==> src/rtl/data_bus_arbiter.sv <==
`default_nettype none
// ============================================================================
// Module   : data_bus_arbiter
// Brief    : Two-master round-robin arbiter for a req/gnt/rvalid data memory
//            port with one outstanding transaction and a response timeout.
// Revision : 1.0
// ============================================================================
module data_bus_arbiter #(
  parameter int ADDR_WIDTH = 32,
  parameter int DATA_WIDTH = 32,
  parameter int XFER_WIDTH = 2,
  parameter int TIMEOUT    = 255
) (
  input  logic                  clk,
  input  logic                  rst_n,

  input  logic                  m0_req_i,
  output logic                  m0_gnt_o,
  input  logic [ADDR_WIDTH-1:0] m0_addr_i,
  input  logic                  m0_wr_i,
  input  logic [DATA_WIDTH-1:0] m0_wdata_i,
  input  logic [XFER_WIDTH-1:0] m0_xfer_i,
  output logic [DATA_WIDTH-1:0] m0_rdata_o,
  output logic                  m0_rvalid_o,
  output logic                  m0_err_o,

  input  logic                  m1_req_i,
  output logic                  m1_gnt_o,
  input  logic [ADDR_WIDTH-1:0] m1_addr_i,
  input  logic                  m1_wr_i,
  input  logic [DATA_WIDTH-1:0] m1_wdata_i,
  input  logic [XFER_WIDTH-1:0] m1_xfer_i,
  output logic [DATA_WIDTH-1:0] m1_rdata_o,
  output logic                  m1_rvalid_o,
  output logic                  m1_err_o,

  output logic                  s_req_o,
  input  logic                  s_gnt_i,
  output logic [ADDR_WIDTH-1:0] s_addr_o,
  output logic                  s_wr_o,
  output logic [DATA_WIDTH-1:0] s_wdata_o,
  output logic [XFER_WIDTH-1:0] s_xfer_o,
  input  logic [DATA_WIDTH-1:0] s_rdata_i,
  input  logic                  s_rvalid_i
);

  localparam int              c_CNT_W     = (TIMEOUT > 0) ? $clog2(TIMEOUT + 1) : 1;
  localparam int              c_TO_LAST_I = (TIMEOUT > 0) ? TIMEOUT - 1 : 0;
  localparam logic [c_CNT_W-1:0] c_TO_LAST = c_CNT_W'(c_TO_LAST_I);
  localparam logic            c_TO_EN     = (TIMEOUT > 0);

  typedef enum logic [1:0] {
    S_IDLE = 2'd0,
    S_REQ  = 2'd1,
    S_RESP = 2'd2
  } state_t;

  state_t               r_state;
  logic                 r_sel;
  logic                 r_last;
  logic [c_CNT_W-1:0]   r_cnt;
  logic                 w_timeout;

  // A real response in the timeout cycle takes priority over the error.
  assign w_timeout = c_TO_EN && (r_state == S_RESP) && !s_rvalid_i && (r_cnt == c_TO_LAST);

  always_ff @(posedge clk or negedge rst_n) begin
    if (!rst_n) begin
      r_state <= S_IDLE;
      r_sel   <= 1'b0;
      r_last  <= 1'b1;
      r_cnt   <= '0;
    end else begin
      case (r_state)
        S_IDLE: begin
          if (m0_req_i && m1_req_i) begin
            r_sel   <= ~r_last;
            r_state <= S_REQ;
          end else if (m0_req_i) begin
            r_sel   <= 1'b0;
            r_state <= S_REQ;
          end else if (m1_req_i) begin
            r_sel   <= 1'b1;
            r_state <= S_REQ;
          end
        end
        S_REQ: begin
          if (s_gnt_i) begin
            r_state <= S_RESP;
            r_last  <= r_sel;
            r_cnt   <= '0;
          end
        end
        S_RESP: begin
          if (s_rvalid_i || w_timeout) begin
            r_state <= S_IDLE;
          end else if (c_TO_EN) begin
            r_cnt <= r_cnt + 1'b1;
          end
        end
        default: r_state <= S_IDLE;
      endcase
    end
  end

  always_comb begin
    s_req_o     = 1'b0;
    s_addr_o    = '0;
    s_wr_o      = 1'b0;
    s_wdata_o   = '0;
    s_xfer_o    = '0;
    m0_gnt_o    = 1'b0;
    m1_gnt_o    = 1'b0;
    m0_rvalid_o = 1'b0;
    m1_rvalid_o = 1'b0;
    m0_err_o    = 1'b0;
    m1_err_o    = 1'b0;
    m0_rdata_o  = '0;
    m1_rdata_o  = '0;
    case (r_state)
      S_REQ: begin
        s_req_o = 1'b1;
        if (r_sel) begin
          s_addr_o  = m1_addr_i;
          s_wr_o    = m1_wr_i;
          s_wdata_o = m1_wdata_i;
          s_xfer_o  = m1_xfer_i;
          m1_gnt_o  = s_gnt_i;
        end else begin
          s_addr_o  = m0_addr_i;
          s_wr_o    = m0_wr_i;
          s_wdata_o = m0_wdata_i;
          s_xfer_o  = m0_xfer_i;
          m0_gnt_o  = s_gnt_i;
        end
      end
      S_RESP: begin
        if (s_rvalid_i) begin
          if (r_sel) begin
            m1_rvalid_o = 1'b1;
            m1_rdata_o  = s_rdata_i;
          end else begin
            m0_rvalid_o = 1'b1;
            m0_rdata_o  = s_rdata_i;
          end
        end else if (w_timeout) begin
          if (r_sel) begin
            m1_rvalid_o = 1'b1;
            m1_err_o    = 1'b1;
          end else begin
            m0_rvalid_o = 1'b1;
            m0_err_o    = 1'b1;
          end
        end
      end
      default: ;
    endcase
  end

endmodule
`default_nettype wire

==> config.mk <==
export PLATFORM = sky130hd
export DESIGN_NAME = data_bus_arbiter
export DESIGN_NICKNAME = d
export VERILOG_FILES = /design/src/rtl/data_bus_arbiter.sv
export SDC_FILE = /design/constraint.sdc
export NUM_CORES = 1
export LEC_CHECK = 0
export BUFFER_PORTS_ARGS = -buffer_cell sky130_fd_sc_hd__buf_2
export CAP_MARGIN = 20
export CORE_AREA = 2 2 121 123
export CTS_CLUSTER_SIZE = 14
export DETAILED_ROUTE_END_ITERATION = 10
export DIE_AREA = 0 0 123 125
export REMOVE_ABC_BUFFERS = 1
export SYNTH_ARGS = -nofsm -noshare
export SYNTH_HDL_FRONTEND = slang
export SYNTH_SLANG_ARGS = --single-unit
==> constraint.sdc <==
create_clock -name clk -period 1.7 [get_ports clk]
set_input_delay 0.425 -clock clk [delete_from_list [all_inputs] [get_ports clk]]
set_output_delay 0.425 -clock clk [all_outputs]
set_load 0.03 [all_outputs]
==> run metrics <==
WL/cell=14.92 microns; Synth-to-Final Area Change=163.4%; Worst Setup Path Type=reg2out; Die H=approximately 130 microns; Synth async-reset ratio=1.000; FF/Latch Area=305.3 sq um; post-place setup slack=-0.05058 ns; Slowest cell on crit path=dfrtp_4; placed inst area=approximately 0.0041 sq mm; CTS tree=built; Post-DP HPWL=between 8 and 9 mm; Critical Path, Cell by Cell=buf_12, buf_12, mux2i_2, nor2_4, buf_6; clock share of power=0.056; Rows=44; crit path capture type=primary output; Placer Congestion=0.7998; VDD IR max=approximately 1000 uV; proportion of layout cells with a drive suffix above 1=0.7369; Hold Crit Class=in2async; pwr dens=between 1500 and 2000 mW/mm^2; commonest non-fill, non-tap cell in the layout=buf_2; largest net degree at the start of global routing=33; Port Buffers=309; switch share=0.5053; design area=about 0.0056 sq mm; WP data required=~1.3 ns; antenna fix cells=0; post-layout min period=just under 2 ns; max capacitance violation total=0; Core Box Area=0.01420 sq mm; setup ws final=-0.2385 ns; fmax=between 500 and 600 MHz; Data arrival, critical path=1.51 ns; Clock transition at path regs=around 0.040 ns; CTS H-tree depth=1; worst-skew pair later-pin latency=0.24 ns; worst reg2reg path startpoint=r_state[0]; antenna violations before repair=1; top_reg_cell synth=dfrtp_1; max-slew violation count=0; Worst Path Max Fanout=10; R2R depth=7; Die ar.=approximately 0.015 sq mm; global-route wire length before repair=between 10 and 15 mm; Startpoint Class=flop; I/O pins=310; initial core utilization=0.1493; R2R Setup Slk=approximately 0.040 ns; RSZ-0062 raised after global routing=yes; failing checks=setup timing; clk root buf=clkbuf_16; Psw=around 4300 uW; vias in the first global route=a little over 3000; Synth Area per Inst=around 7.1 sq um; Multi-input gate area=between 0.002 and 0.0025 sq mm; GRT Util Overall=0.1202; Seq cells post-synth=12; Fin. Hold Viols=0; die width=123 microns; final worst-path cycle share=1.140; number of synthesized flops with an enable pin=0; DR iter-0 viols=82; Int Pwr=roughly 4300 uW; Max transition margin=0.8213; Bufs on Longest Clock Path=2; post-DR vias/cell=4.225; Setup Viol. Count Final=around 140; status=finished with violations; Yosys warning count=0; Syn Inst Count=a little under 300; DRC=0; Worst path most repeated cell=buf_12; Leakage=about 0.0029 uW; drt pass-1 iters=4; Unique masters post-synth=38; commonest non-fill, non-tap cells in the layout=buf_2 (171), buf_6 (104), buf_4 (62); Buf+Inv Stages, Crit Path=3; fillcell total=about 1400; grt ovf=0; Sequential Power Share=0.053; Setup crit start=r_sel; final net count=just over 800; Gate power share=0.891; RR Endpoint=r_cnt[4]; delay-heaviest family, CP=flip-flops; Clock Skew=approximately 0.00095 ns; Num CTS Buffers=3; Total Wirelength=12.16 mm; worst slew pin tran=between 0.2 and 0.3 ns; Netlist Area Pre-Place=~0.0021 sq mm; DR vias=3443; CTS Sinks=12; sequential share of the synthesized area=0.1422; cts hold-fix bufs=0; worst stage delay on the critical path=0.49 ns; Antenna Nets Post-Route=0
## worst max-delay path by stage
| stage | to | slack, ns | cells after the start |
|---|---|---|---|
| 3_3_place_gp | s_wdata_o[25] | -0.02 | 5 |
| 2_1_floorplan | m0_rdata_o[0] | -2.42 | 2 |
| 5_1_grt | s_xfer_o[0] | -0.28 | 5 |
| 4_1_cts | s_wdata_o[25] | -0.23 | 5 |
| 6_report | s_addr_o[27] | -0.24 | 5 |
| 3_5_place_dp | m0_rdata_o[23] | -0.05 | 6 |
## per-layer routing
metal  wire, microns  share of wire  GRT usage
met1            4641           0.38     0.1352
met2            6333           0.52     0.2275
met3             967          0.080    0.01870
met4             213          0.018    0.03610
met5               0              0          0
## flip-flops by register name, indices dropped and copies added, names as in the netlist
| name | count |
|---|---|
| r_sel | 1 |
| r_last | 1 |
| r_cnt | 8 |
| r_state | 2 |
## cells in the mapped netlist, types with 2 or more instances
cell / count / area share
nor2_1: 75 / 0.13
mux2i_1: 68 / 0.32
and2_1: 64 / 0.19
buf_2: 12 / 0.028
dfrtp_1: 11 / 0.13
nand2_1: 10 / 0.018
clkbuf_1: 6 / 0.011
nand3_1: 5 / 0.012
nor3_1: 5 / 0.012
o21ai_0: 4 / 0.0094
and3_1: 3 / 0.0089
clkbuf_2: 3 / 0.0071
inv_1: 3 / 0.0053
a211o_1: 2 / 0.0083
a21o_1: 2 / 0.0071
ha_1: 2 / 0.012
## power by group through the flow
| stage | Clock, uW | Sequential, uW | Combinational, uW |
|---|---|---|---|
| 2_1_floorplan | 0 | 683 | 3010 |
| 3_3_place_gp | 0 | 454 | 5370 |
| 3_5_place_dp | 0 | 452 | 5370 |
| 4_1_cts | 492 | 463 | 6200 |
| 5_1_grt | 500 | 470 | 8030 |
| 6_report | 478 | 456 | 7660 |
## timing repair
| action | in CTS | in global routing |
|---|---|---|
| resized for setup | 217 | 159 |
| pin swaps | 2 | 33 |
| endpoints found under the setup margin | 137 | 144 |
| gates cloned | 1 | 7 |
| endpoints found under the hold margin | 0 | 0 |
| setup buffers | 2 | 8 |
## kinds of logic after synthesis
logic type | after synthesis | synth area share
mux | 68 | 0.3209
buf+inv | 27 | 0.06076
compound gates | 15 | 0.04897
simple gates | 173 | 0.4153
flops | 12 | 0.1422
fa+ha+maj | 2 | 0.01180
## layout make-up
cell class	count	area share
inverter	4	0.003136
multi-input combinational	258	0.3766
tap	184	0.04122
sequential	12	0.05466
clock buffer	4	0.01591
timing repair buffer	353	0.5085
## stage by stage
stage	utilization	cells	power, uW	setup TNS, ns	hold slack, ns
2_1_floorplan	-	274	3690	-288.37	0.1294
3_3_place_gp	0.2882	794	5821	-0.05665	0.3163
3_5_place_dp	0.2882	794	5822	-1.349	0.3163
4_1_cts	0.3432	801	7152	-25.10	0.05929
5_1_grt	0.3932	815	8997	-32.80	0.07076
6_report	0.3932	815	8592	-26.04	0.05193
Note: power is estimated with default switching activity, not from simulation.
